--- config.mk ---
export PLATFORM = sky130hd
export DESIGN_NAME = core_run_sequencer
export DESIGN_NICKNAME = d
export VERILOG_FILES = /design/src/rtl/core_run_sequencer.sv
export SDC_FILE = /design/constraint.sdc
export NUM_CORES = 1
export LEC_CHECK = 0
export ABC_AREA = 1
export BUFFER_PORTS_ARGS = -buffer_cell sky130_fd_sc_hd__buf_2
export CORE_MARGIN = 5
export CORE_UTILIZATION = 34
export CTS_CLUSTER_DIAMETER = 120
export DETAILED_ROUTE_END_ITERATION = 7
export GPL_TIMING_DRIVEN = 1
export HOLD_SLACK_MARGIN = 0.06
export SETUP_SLACK_MARGIN = 0.3
export SYNTH_ARGS = -nofsm -noshare
export SYNTH_HDL_FRONTEND = slang
export SYNTH_SLANG_ARGS = --single-unit
--- constraint.sdc ---
create_clock -name clk -period 5.15 [get_ports clk]
set_input_delay 0.2575 -clock clk [delete_from_list [all_inputs] [get_ports clk]]
set_output_delay 0.2575 -clock clk [all_outputs]
set_load 0.01 [all_outputs]
--- src/rtl/core_run_sequencer.sv ---
// Sequences test runs across a set of cores: waits for the program image, pulses tile
// resets, releases core resets one at a time or all together, and latches pass/fail/timeout.
module core_run_sequencer #(
  parameter  int NUM_CORES       = 4,
  parameter  int TIMEOUT_W       = 24,
  parameter  int RST_HOLD_CYCLES = 2,
  localparam int CW              = (NUM_CORES > 1) ? $clog2(NUM_CORES) : 1
) (
  input  logic                 clk,
  input  logic                 reset,
  input  logic                 start,
  input  logic [NUM_CORES-1:0] core_mask,
  input  logic                 mode,
  input  logic                 per_core_reset,
  input  logic                 program_loaded,
  input  logic [TIMEOUT_W-1:0] timeout_limit,
  input  logic [NUM_CORES-1:0] core_pass,
  input  logic [NUM_CORES-1:0] core_fail,
  output logic [NUM_CORES-1:0] tile_reset,
  output logic [NUM_CORES-1:0] core_reset,
  output logic                 busy,
  output logic                 done,
  output logic [NUM_CORES-1:0] pass_vec,
  output logic [NUM_CORES-1:0] fail_vec,
  output logic [NUM_CORES-1:0] timeout_vec,
  output logic [CW-1:0]        cur_core
);

  typedef enum logic [2:0] {IDLE, WAIT_LOAD, TILE_RST, RELEASE, RUN, NEXT, DONE} state_e;

  localparam logic [TIMEOUT_W-1:0] HOLD = TIMEOUT_W'(RST_HOLD_CYCLES);

  state_e                 state_q, state_d;
  logic [NUM_CORES-1:0]   mask_q, mask_d;
  logic                   mode_q, mode_d;
  logic                   pcr_q, pcr_d;
  logic [TIMEOUT_W-1:0]   limit_q, limit_d;
  logic [TIMEOUT_W-1:0]   timer_q, timer_d;
  logic [NUM_CORES-1:0]   tile_reset_q, tile_reset_d;
  logic [NUM_CORES-1:0]   core_reset_q, core_reset_d;
  logic                   busy_q, busy_d;
  logic                   done_q, done_d;
  logic [CW-1:0]          cur_core_q, cur_core_d;
  logic [NUM_CORES-1:0]   pass_q, pass_d;
  logic [NUM_CORES-1:0]   fail_q, fail_d;
  logic [NUM_CORES-1:0]   tmo_q, tmo_d;
  logic [NUM_CORES-1:0]   resolved_q, resolved_d;

  logic [CW-1:0]          first_idx, next_idx;
  logic                   next_found;
  logic                   tmo_hit;
  logic [TIMEOUT_W-1:0]   timer_inc;

  // Descending scan so the lowest qualifying index is the one that sticks.
  always_comb begin
    first_idx  = '0;
    next_idx   = '0;
    next_found = 1'b0;
    for (int i = NUM_CORES-1; i >= 0; i--) begin
      if (core_mask[i]) first_idx = CW'(i);
      if (mask_q[i] && (i > int'(cur_core_q))) begin
        next_idx   = CW'(i);
        next_found = 1'b1;
      end
    end
  end

  assign tmo_hit   = (limit_q != '0) && (timer_q == limit_q);
  assign timer_inc = (&timer_q) ? timer_q : timer_q + 1'b1;

  always_comb begin
    state_d      = state_q;
    mask_d       = mask_q;
    mode_d       = mode_q;
    pcr_d        = pcr_q;
    limit_d      = limit_q;
    timer_d      = timer_q;
    tile_reset_d = tile_reset_q;
    core_reset_d = core_reset_q;
    cur_core_d   = cur_core_q;
    pass_d       = pass_q;
    fail_d       = fail_q;
    tmo_d        = tmo_q;
    resolved_d   = resolved_q;

    case (state_q)
      IDLE: begin
        if (start) begin
          mask_d     = core_mask;
          mode_d     = mode;
          pcr_d      = per_core_reset;
          limit_d    = timeout_limit;
          timer_d    = '0;
          pass_d     = '0;
          fail_d     = '0;
          tmo_d      = '0;
          resolved_d = '0;
          cur_core_d = mode ? '0 : first_idx;
          state_d    = (core_mask == '0) ? DONE : WAIT_LOAD;
        end
      end
      WAIT_LOAD: begin
        if (program_loaded) begin
          tile_reset_d = '0;
          state_d      = RELEASE;
        end
      end
      TILE_RST: begin
        if (timer_q >= HOLD) begin
          tile_reset_d = '0;
          state_d      = RELEASE;
        end else begin
          timer_d = timer_inc;
        end
      end
      RELEASE: begin
        timer_d = {{(TIMEOUT_W-1){1'b0}}, 1'b1};
        state_d = RUN;
        if (mode_q) core_reset_d = core_reset_q & ~mask_q;
        else        core_reset_d[cur_core_q] = 1'b0;
      end
      RUN: begin
        timer_d = timer_inc;
        if (!mode_q) begin
          if (core_fail[cur_core_q] || core_pass[cur_core_q] || tmo_hit) begin
            // Fail beats pass, and any status beats a coincident timeout.
            if (core_fail[cur_core_q])      fail_d[cur_core_q] = 1'b1;
            else if (core_pass[cur_core_q]) pass_d[cur_core_q] = 1'b1;
            else                            tmo_d[cur_core_q]  = 1'b1;
            core_reset_d[cur_core_q] = 1'b1;
            state_d = NEXT;
          end
        end else begin
          for (int i = 0; i < NUM_CORES; i++) begin
            if (mask_q[i] && !resolved_q[i] && (core_fail[i] || core_pass[i] || tmo_hit)) begin
              if (core_fail[i])      fail_d[i] = 1'b1;
              else if (core_pass[i]) pass_d[i] = 1'b1;
              else                   tmo_d[i]  = 1'b1;
              resolved_d[i]   = 1'b1;
              core_reset_d[i] = 1'b1;
            end
          end
          if ((resolved_d & mask_q) == mask_q) state_d = NEXT;
        end
      end
      NEXT: begin
        if (!mode_q && next_found) begin
          cur_core_d = next_idx;
          if (pcr_q) begin
            tile_reset_d = '1;
            timer_d      = {{(TIMEOUT_W-1){1'b0}}, 1'b1};
            state_d      = TILE_RST;
          end else begin
            state_d = RELEASE;
          end
        end else begin
          state_d = DONE;
        end
      end
      DONE:    state_d = IDLE;
      default: state_d = IDLE;
    endcase

    busy_d = (state_d != IDLE);
    done_d = (state_d == DONE);
  end

  always_ff @(posedge clk) begin
    if (reset) begin
      state_q      <= IDLE;
      mask_q       <= '0;
      mode_q       <= 1'b0;
      pcr_q        <= 1'b0;
      limit_q      <= '0;
      timer_q      <= '0;
      tile_reset_q <= '1;
      core_reset_q <= '1;
      busy_q       <= 1'b0;
      done_q       <= 1'b0;
      cur_core_q   <= '0;
      pass_q       <= '0;
      fail_q       <= '0;
      tmo_q        <= '0;
      resolved_q   <= '0;
    end else begin
      state_q      <= state_d;
      mask_q       <= mask_d;
      mode_q       <= mode_d;
      pcr_q        <= pcr_d;
      limit_q      <= limit_d;
      timer_q      <= timer_d;
      tile_reset_q <= tile_reset_d;
      core_reset_q <= core_reset_d;
      busy_q       <= busy_d;
      done_q       <= done_d;
      cur_core_q   <= cur_core_d;
      pass_q       <= pass_d;
      fail_q       <= fail_d;
      tmo_q        <= tmo_d;
      resolved_q   <= resolved_d;
    end
  end

  assign tile_reset  = tile_reset_q;
  assign core_reset  = core_reset_q;
  assign busy        = busy_q;
  assign done        = done_q;
  assign cur_core    = cur_core_q;
  assign pass_vec    = pass_q;
  assign fail_vec    = fail_q;
  assign timeout_vec = tmo_q;

endmodule
Yosys cells after proc, flatten, opt, wreduce, memory -nomap -nowiden. Index checks and enable logic that the tools add are counted.

Memories: 0. Logic and storage cells: 253. Bits in latches: 0. Bits in writable memories: 0. Output and inout port bits: 24. Input bits: 42. Register bits: 85. Bits in read-only memories: 0.

Equality and inequality tests: 40. Bitwise operators: 9. Multiply operators: 0. Multiplexer cells: 110. Order comparisons: 6. Shift-type cells: 0. Reductions and logical operators: 60. Divide/modulo/power cells: 0. Add/subtract/negate cells: 1.

Operator list (count): $mux W24 (5); $pmux W24 S5 (1); $mux W4 (20); $ne A3 B3 Y1 const B (25); $reduce_and A8 Y1 (8); $mux W1 (55); $pmux W4 S2 (5); $add A24 B1 Y24 const B (1); $eq A24 B24 Y1 (1); $ge A24 B2 Y1 const B (1); $mux W3 (8); $reduce_and A24 Y1 (1); $reduce_and A6 Y1 (4); $reduce_bool A24 Y1 (1); $mux W2 (10); $pmux W3 S6 (1); $reduce_and A3 Y1 (6); $or A4 B4 Y4 (4); $logic_and A1 B1 Y1 (14); $ne A2 B2 Y1 const B (7); $and A4 B4 Y4 (3); $pmux W4 S3 (1); $logic_or A1 B1 Y1 (10); $reduce_and A5 Y1 (2); 19 further kinds (32).

Depth between registers and ports, before layout. Gate-level depths: netlist of the first run.

Depth after elaboration: 13. Gate-level depth with buffers: 17. Mapped depth without buffers: 17.

Worst setup path before layout of the first run. OpenSTA, ideal clock, no wires.

Kind: register -> register. Start: register timer_q[0]. End: register timer_q[17]. Required time: 5.035 ns. Cell stages (with the launch flop): 15. Data arrival time: 1.744 ns. Slack: 3.291 ns. Clock period less this slack: 1.859 ns. Cell sequence: dfxtp_1 inv_1 ha_1 nor2_1 nand3_1 nor3_1 nand4_1 nand2_1 inv_1 nor2_8 nand2_2 nor2_2 nand3_1 nand2_1 nor2_1.

Longest elaborated chain between the ends: 4.

Ends and longest elaborated chain: start: declaration (line 38) `logic [TIMEOUT_W-1:0] timer_q, timer_d;`; start signal: assignment (line 191) `timer_q <= timer_d;`; $add A24 B1 Y24 or $reduce_and A24 Y1 (tied branches) (line 69) `assign timer_inc = (&timer_q) ? timer_q : timer_q + 1'b1;`; $mux W24 (line 69); $mux W24 (line 109) `if (timer_q >= HOLD) begin`; $pmux W24 S5 (line 86) `case (state_q)`.

Parallel ways exist; a longest one is shown, timed or not. The select of a mux whose other input is x is not followed. A chain may end at the register's enable or synchronous reset.

Worst setup path after layout of the first run.
Start: register state_q[1]. End: register cur_core_q[1], in the netlist cur_core[1].

Longest elaborated chain between the ends: 3.

Ends and longest elaborated chain: start: declaration (line 33) `state_e state_q, state_d;`; start signal: assignment (line 186) `state_q <= state_d;`; $eq A3 B3 Y1 or $logic_not A3 Y1 (tied branches) (line 86); $ne A2 B2 Y1 (no source line) or $reduce_bool A2 Y1 (tied branches); $reduce_and A3 Y1 (no source line); end signal: assignment (line 196) `cur_core_q <= cur_core_d;`; end: declaration (line 43) `logic [CW-1:0] cur_core_q, cur_core_d;`.

Parallel ways exist; a longest one is shown, timed or not.

==> results.ini, run 1 <==
[timing]
hold_viol = 0
slew_viol_final = 0
worst_pin_slew_ns = 0.887
rsz0062_at_grt = false
period_share_pct = 61.0
fmax_mhz = 318
fin_skew_ns = 0.00801
holdWs_ns = 0.130
tns_ns = 0
fin_ws_ns = 2.01
setup_viol = 0
period_needed_ns = 3.14
slew_headroom_pct = 40.7

[place]
dpl_worst_slack_ns = 1.99
placed_area_mm2 = 0.00528
gp_congestion = 0.897
hpwl_mm = 11.2
io_buffer_count = 65

[critical_path]
max_stage_delay_ns = 0.80
crit_required_ns = 5.43
cp_slowest_cell = clkinv_1
worst-path-buf-inv = 4
cp-start-kind = flop
crit_path_cell_trace = inv_2 > nand2_2 > nor2_1 > inv_1 > nor2_1 > clkinv_1 > buf_4 > nand2_1 > o21ai_0 > a31oi_1
crit_top_cell = nor2_1
critical_path.top_delay_family = buffers and inverters
worstSetupPathType = flop to flop
crit_fanout = 29
crit_path_end_kind = flop
crit_arrival_ns = 3.42

[global_routing]
grt_pass1_vias = 4504
gr-total-overflow = 0
grt_usage_pct = 17.9
antenna_found_initial = 0
grt_pass1_wl_mm = 23.6
grt_max_degree = 44

[die]
coreArea_mm2 = 0.0139
die_w_um = 129
die_h_um = 129
io_pins = 66
rows = 43
start_util_pct = 34.7
die-area_mm2 = 0.0166

[pwr]
comb_power_share_pct = 28.3
p_sw_share_pct = 36.7
irDropWorstVdd_mv = 0.158
intPower_mw = 1.27
cellLeakagePower_nw = 2.40
total_power_mw = 2.01
seq_power_share_pct = 38.2
powerDensity_mw_per_mm2 = 361
clock_power_share_pct = 33.5
p_switching_mw = 0.739

[clock_network]
clk_path_buf_depth = 2
cts.sinks = 82
ctsHoldBuffers = 0
path_clk_slew_ns = 0.07
postCtsSetupRepairBufs = 0
ctsResizeCount = 0
cts_htree_levels = 3
root_buffer = clkbuf_16
cts_tree = built
clkLatencyLatePin_ns = 0.35
cts_buffers = 9

[logic_synthesis]
syn_nets = 797
synthXorXnorAreaFrac_pct = 4.00
syn_avg_cell_area_um2 = 6.39
yosysSeqAreaShare_pct = 34.1
syn_area_mm2 = 0.00481
synth_top_family_by_area = simple AND/OR/NAND/NOR gates
synth_simple_gate_area_share_pct = 37.1
synth-edff-count = 0
synth_seq_cells = 82
synthAdderAreaFrac_pct = 0.520
synthCells = 753
synth_cell_type_count = 40
synthArstFlopShare_pct = 0
synth_compound_area_share_pct = 14.3
synthMuxAreaShare_pct = 0
synth_flop_cell = dfxtp_1
ys_warn_count = 0

[drt]
totalWireLength_mm = 14.6
highest_layer = met4
wl_met3_um = 870
wl_met1_mm = 7.42
drtAntennaViolNets = 0
drc_errors = 0
viasPerCell = 4.92
vias = 4895
wl_per_cell_um = 14.7
drt-initial-drc-count = 489
wl_met2_mm = 6.05
drt-pass1-iter-count = 5

[cells_and_area]
area_growth_pct = 16.0
fin_area_mm2 = 0.00558
antenna_cells = 0
drive_gt1_share_pct = 15.2
finalNetCount = 854

[hold_path]
hp-class = input port to flop

[status]
status = complete, no violations

[run]
timing.max_cap.violations = 0

==> cell families after synthesis <==
group,after synthesis
compound gates,126
xor+xnor,22
fa+ha+maj,2
buf+inv,119
flops,82
simple gates,402
==> cells in the mapped netlist (2+ instances only) <==
master / count / area (µm²)
clkbuf_2: 2 / 10.0
nor2_4: 3 / 33.8
nand2_2: 6 / 37.5
inv_4: 2 / 12.5
xnor2_1: 15 / 131
clkbuf_1: 12 / 45.0
a21oi_2: 5 / 43.8
buf_4: 5 / 37.5
inv_2: 6 / 22.5
nand3_2: 2 / 20.0
o21ai_0: 50 / 250
o211ai_1: 2 / 15.0
a31oi_1: 3 / 18.8
nand4_1: 20 / 125
nor2_2: 8 / 50.1
nor2_8: 2 / 40.0
nor3_2: 3 / 30.0
nand3_1: 38 / 190
dfxtp_1: 82 / 1640
nor4_1: 5 / 31.3
a21oi_1: 55 / 275
o2111ai_1: 3 / 26.3
nor3_1: 19 / 95.1
ha_1: 2 / 25.0
xor2_1: 7 / 61.3
nand2_1: 173 / 649
inv_1: 89 / 334
o21ai_1: 2 / 10.0
buf_2: 2 / 10.0
nor2_1: 119 / 447
a211oi_1: 2 / 15.0
==> tightest hold or removal path, delay by kind of cell <==
family / cells / cell delay [ns]
AND/OR/NAND/NOR: 2 / 0.12
buffers and inverters: 1 / 0.07
==> power by group through the flow <==
stage	clock network, mW	logic, mW	registers [mW]
after global routing	0.716	0.651	0.778
after CTS	0.688	0.567	0.769
after detailed placement	0	0.565	0.783
final	0.674	0.571	0.769
after floorplan	0	0.410	0.773
after global placement	0	0.566	0.782
==> per-layer routing <==
metal	track usage [%]	vias up
li1	-	2542
met1	26.8	2187
met2	25.2	146
met3	3.32	20
met4	6.61	0
met5	0	-
==> stage by stage <==
step | utilization, % | cells
after CTS | 40.2 | 995
final | 40.2 | 995
after detailed placement | 38.0 | 979
after floorplan | - | 753
after global routing | 40.2 | 995
after global placement | 38.0 | 979
==> sequential cells by signal, summed over array words and instances (netlist names), 4 cells and up <==
name and count:
mask_q 4, timer_q 24, pass_vec 4, fail_vec 4, limit_q 24, timeout_vec 4
core_reset 4, resolved_q 4
==> path summary, 6_finish.rpt <==
kind	start	end	slack (ns)	depth (start not counted)
max	state_q[1]$_SDFF_PP0_	cur_core[1]$_SDFFE_PP0P_	2.01	10
min	timeout_limit[12]	limit_q[12]$_SDFFE_PP0P_	0.13	3
max reg2reg	state_q[1]$_SDFF_PP0_	cur_core[1]$_SDFFE_PP0P_	2.01	10
min reg2reg	fail_vec[0]$_SDFFE_PP0P_	fail_vec[0]$_SDFFE_PP0P_	0.45	2
==> layout make-up <==
type | instances | area (µm²)
Fill cell | 1494 | 8300
Multi-Input combinational cell | 552 | 2700
Sequential cell | 82 | 1640
Inverter | 98 | 373
Timing Repair Buffer | 67 | 340
Clock buffer | 9 | 225
Tap cell | 180 | 225
Clock inverter | 7 | 81.3
==> layout by cell type, fill, tap and decap left out, types with 5 or more instances in the layout <==
master,instances
a21oi_1,55
a21oi_2,5
buf_2,65
clkbuf_16,9
dfxtp_1,82
inv_1,89
inv_2,6
inv_6,5
nand2_1,173
nand2_2,6
nand3_1,38
nand4_1,20
nor2_1,119
nor2_2,8
nor3_1,19
nor4_1,5
o21ai_0,50
xnor2_1,15
xor2_1,7
(Power assumes the default switching activity.)
==> run 2, diff against run 1 <==
==> constraint.sdc (replaced) <==
create_clock -name clk -period 2.8 [get_ports clk]
set_input_delay 0.14 -clock clk [delete_from_list [all_inputs] [get_ports clk]]
set_output_delay 0.14 -clock clk [all_outputs]
set_load 0.01 [all_outputs]
==> results.ini, run 2 (synthesized netlist as in run 1, its figures left out) <==
[timing]
period_share_pct = 81.7
rsz0062_at_grt = true
setup_viol = 0
hold_viol = 0
slew_headroom_pct = 51.5
fmax_mhz = 437
fin_skew_ns = 0.00751
worst_pin_slew_ns = 0.726
period_needed_ns = 2.29
holdWs_ns = 0.0697
fin_ws_ns = 0.512
slew_viol_final = 0
tns_ns = 0

[pwr]
clock_power_share_pct = 33.9
comb_power_share_pct = 29.2
cellLeakagePower_nw = 2.51
irDropWorstVdd_mv = 0.274
intPower_mw = 2.40
powerDensity_mw_per_mm2 = 655
seq_power_share_pct = 36.9
p_switching_mw = 1.41
p_sw_share_pct = 37.0

[drt]
viasPerCell = 4.93
highest_layer = met4
wl_met3_mm = 1.09
wl_per_cell_um = 14.6
totalWireLength_mm = 14.9
drt-pass1-iter-count = 5
drc_errors = 0
wl_met2_mm = 6.14
drt-initial-drc-count = 498
vias = 5028
wl_met1_mm = 7.35
drtAntennaViolNets = 0

[clock_network]
clk_path_buf_depth = 2
root_buffer = clkbuf_16
cts.sinks = 82
cts_buffers = 9
cts_htree_levels = 3
clkLatencyLatePin_ns = 0.36
cts_tree = built
path_clk_slew_ns = 0.07

[cells_and_area]
final_cell_mix = 173 x nand2_1, 118 x nor2_1, 89 x inv_1
reg_top3 = limit_q (24), timer_q (24)
antenna_cells = 0
finalNetCount = 878
area_growth_pct = 20.9
final_common_cell = nand2_1
drive_gt1_share_pct = 15.6
fin_area_mm2 = 0.00582
nFillCells = 1519

[die]
start_util_pct = 34.7
die-area_mm2 = 0.0166
coreArea_mm2 = 0.0139
rows = 43
die_w_um = 129
io_pins = 66
die_h_um = 129

[critical_path]
worst-path-buf-inv = 2
max_stage_delay_ns = 0.53
cp_slowest_cell = dfxtp_1
worstSetupPathType = flop to flop
crit_required_ns = 3.10
crit_arrival_ns = 2.58
cp-start-kind = flop
crit_path_end_kind = flop
crit_path_cell_trace = nand2_1 > inv_1 > nand2_1 > nor3_1 > nand3_2 > nand2_2 > nor2_8 > nand2_2 > nand2_4 > inv_4 > o21ai_2 > a21oi_2
crit_fanout = 11
startpoint = timer_q[12]$_SDFFE_PP0P_
critical_path.top_delay_family = simple AND/OR/NAND/NOR gates
timing.rr.start = timer_q[12]$_SDFFE_PP0P_

[global_routing]
gr-total-overflow = 0
grt_max_degree = 35
grt_pass1_wl_mm = 24.1
grt_pass1_vias = 4735
antenna_found_initial = 0
grt_usage_pct = 18.4

[place]
io_buffer_count = 65
dpl_worst_slack_ns = 0.453
placed_area_mm2 = 0.00529
hpwl_mm = 11.4
gp_congestion = 0.934

[status]
status = complete, no violations

[hold_path]
hp-start = timeout_limit[2]
hp-class = input port to flop

[run]
timing.max_cap.violations = 0

run 2: stage by stage:
step	util (%)	std cells	total power, mW
global route	41.9	1019	4.05
CTS	41.7	1015	3.80
finish	41.9	1019	3.81
floorplan	-	753	2.18
global placement	38.1	981	2.49
detailed placement	38.1	981	2.48
run 2: worst register-to-register path: cells and delay by family (launching register included):
| family | cells | cell delay, ns |
|---|---|---|
| AND/OR/NAND/NOR | 8 | 1.21 |
| flip-flops | 1 | 0.53 |
| buffers and inverters | 2 | 0.26 |
| AO/OA/AOI/OAI | 2 | 0.21 |
run 2: cell type report:
| type | count | area [µm²] | area share [%] |
|---|---|---|---|
| flip-flops and latches | 82 | 1640 | 28.2 |
| multi-input cells | 552 | 2700 | 46.4 |
| clock buffers | 9 | 225 | 3.87 |
| clock inverters | 7 | 90.1 | 1.55 |
| repair buffers | 91 | 566 | 9.72 |
| inverters | 98 | 373 | 6.41 |
| well taps | 180 | 225 | 3.87 |
run 2: per-layer routing:
layer,up-vias,track usage (%)
met4,0,7.47
met1,2237,27.0
met3,25,3.24
li1,2600,-
met2,166,26.6
met5,-,0
run 2: path summary, 6_finish.rpt:
path | endpoint | cells past startpoint | slack [ns]
setup / recovery | timer_q[7]$_SDFFE_PP0P_ | 12 | 0.51
hold / removal | limit_q[2]$_SDFFE_PP0P_ | 3 | 0.07
setup reg to reg | timer_q[7]$_SDFFE_PP0P_ | 12 | 0.51
hold reg to reg | pass_vec[1]$_SDFFE_PP0P_ | 2 | 0.45
run 2: timing repair:
action,in CTS,in global routing
setup endpoints to repair,0,13
setup buffers,0,4
hold buffers,18,0
hold endpoints to repair,18,0
resized for setup,0,1
run 2: power by group through the flow:
| stage | clock, mW | combinational, mW | sequential, mW |
|---|---|---|---|
| final | 1.29 | 1.11 | 1.41 |
| after global routing | 1.37 | 1.26 | 1.42 |
| after CTS | 1.31 | 1.08 | 1.41 |
| after detailed placement | 0 | 1.05 | 1.43 |
| after global placement | 0 | 1.06 | 1.43 |
| after floorplan | 0 | 0.754 | 1.42 |
==> run 3, diff against run 2 <==
==> constraint.sdc (replaced) <==
create_clock -name clk -period 2.32 [get_ports clk]
set_input_delay 0.116 -clock clk [delete_from_list [all_inputs] [get_ports clk]]
set_output_delay 0.116 -clock clk [all_outputs]
set_load 0.01 [all_outputs]
==> results.ini, run 3 (synthesized netlist as in run 1, its figures left out) <==
[critical_path]
crit_path_end_kind = flop
worstSetupPathType = flop to flop
crit_path_cell_trace = inv_2 > ha_2 > nor2_1 > nand3_1 > nor3_2 > nand4_1 > nand2_2 > buf_4 > nand3_4 > nor2_2 > xor2_1 > nor2_1
crit_arrival_ns = 2.23
cp-start-kind = flop
crit_required_ns = 2.56
cp_slowest_cell = dfxtp_4
crit_fanout = 13
max_stage_delay_ns = 0.37
crit_top_cell = nor2_1

[global_routing]
top_usage_layer = met1
grt_pass1_vias = 4745
grt_max_degree = 28
antenna_found_initial = 0
met1_usage_pct = 27.6
grt_usage_pct = 18.7
grt_pass1_wl_mm = 24.4
gr-total-overflow = 0
grtUsageMet2_pct = 26.6
met3_usage_pct = 4.94

[timing]
slew_headroom_pct = 68.0
period_needed_ns = 2.00
tns_ns = 0
worst_pin_slew_ns = 0.476
slew_viol_final = 0
hold_viol = 0
period_share_pct = 86.0
setup_viol = 0
fin_skew_ns = 0.00811
fmax_mhz = 501
rsz0062_at_grt = true

[pwr]
powerDensity_mw_per_mm2 = 758
intPower_mw = 3.03
comb_power_share_pct = 32.3
irDropWorstVdd_mv = 0.414
clock_power_share_pct = 31.3
p_sw_share_pct = 35.9
seq_power_share_pct = 36.3
p_switching_mw = 1.69
cellLeakagePower_nw = 2.64

[place]
gp_congestion = 0.964
placed_area_mm2 = 0.00538
io_buffer_count = 65
hpwl_mm = 11.7

[cells_and_area]
reg_top3 = limit_q (24), timer_q (24)
finalNetCount = 900
antenna_cells = 0
multi_input_area_mm2 = 0.00290
final_common_cell = nand2_1
nFillCells = 1449
regArea_mm2 = 0.00167
drive_gt1_share_pct = 24.4
final_cell_mix = 165 x nand2_1, 114 x nor2_1, 80 x inv_1
fin_area_mm2 = 0.00622
area_growth_pct = 29.3

[drt]
vias = 5132
totalWireLength_mm = 15.5
drc_errors = 0
viasPerCell = 4.93
drtAntennaViolNets = 0
wl_per_cell_um = 14.9
drt-initial-drc-count = 494
drt-pass1-iter-count = 6

[run]
timing.max_cap.violations = 0

[status]
status = complete, no violations

[clock_network]
cts.sinks = 82
clk_path_buf_depth = 2
cts_htree_levels = 3
cts_buffers = 9
path_clk_slew_ns = 0.06
cts_tree = built
clkLatencyLatePin_ns = 0.35
root_buffer = clkbuf_16

[die]
die_h_um = 129
start_util_pct = 34.7
coreArea_mm2 = 0.0139
io_pins = 66
die_w_um = 129
rows = 43
die-area_mm2 = 0.0166

[hold_path]
hp-class = input port to flop

run 3: cell count changes in the layout (fill, tap and decap cells not counted), moves of 5 or more:
cell and delta:
buf_4 +21, nand2_2 +5, dfxtp_2 +15, nand2_1 -8, inv_2 +8, dfxtp_1 -18
inv_1 -9, nor2_4 +7
run 3: metal layers:
metal | part of all wire [%] | up-vias | routed length (µm)
li1 | - | 2635 | -
met1 | 47 | 2287 | 7350
met2 | 42 | 190 | 6500
met3 | 8.6 | 20 | 1340
met4 | 2.0 | 0 | 310
met5 | 0 | - | 0
run 3: worst max-delay path: cells and delay by family, from the launching register on:
family        cells  cell delay, ns
simple gates      8            0.98
flops             1            0.37
buf+inv           2            0.18
xor+xnor          1            0.18
fa+ha+maj         1            0.17
run 3: final timing paths:
| kind | from | end | slack, ns | cells after the start |
|---|---|---|---|---|
| max | timer_q[0]$_SDFFE_PP0P_ | timer_q[2]$_SDFFE_PP0P_ | 0.32 | 12 |
| min | per_core_reset | pcr_q$_SDFFE_PP0P_ | 0.06 | 3 |
| max reg2reg | timer_q[0]$_SDFFE_PP0P_ | timer_q[2]$_SDFFE_PP0P_ | 0.32 | 12 |
| min reg2reg | timeout_vec[1]$_SDFFE_PP0P_ | timeout_vec[1]$_SDFFE_PP0P_ | 0.45 | 2 |
run 3: repair_timing:
action,4_1_cts,5_1_grt
setup endpoints to repair,30,42
hold buffers,17,0
pin swaps,1,11
hold endpoints to repair,17,0
resized for setup,13,68
buffers inserted,6,9
run 3: final cells by class:
type	instances	share of cell area, %
repair buffers	113	11.8
flip-flops and latches	82	26.9
well taps	180	3.62
multi-input cells	552	46.7
inverters	98	6.11
clock inverters	4	0.804
clock buffers	12	4.12
run 3: stage by stage:
| step | setup WS [ns] | total power [mW] | hold slack (ns) | instances | utilization [%] |
|---|---|---|---|---|---|
| floorplan | 0.461 | 2.63 | 0.194 | 753 | - |
| global placement | 0.148 | 3.05 | 0.338 | 993 | 38.8 |
| detailed placement | 0.0724 | 3.05 | 0.345 | 993 | 38.8 |
| CTS | 0.294 | 4.62 | 0.0626 | 1032 | 42.8 |
| global route | 0.205 | 4.99 | 0.0789 | 1041 | 44.8 |
| finish | 0.324 | 4.72 | 0.0623 | 1041 | 44.8 |
run 3: power by group through the flow:
stage	Combinational (mW)	Sequential, mW	Clock (mW)
global route	1.69	1.74	1.57
global placement	1.32	1.72	0
floorplan	0.910	1.72	0
detailed placement	1.32	1.73	0
finish	1.53	1.71	1.48
CTS	1.40	1.70	1.51
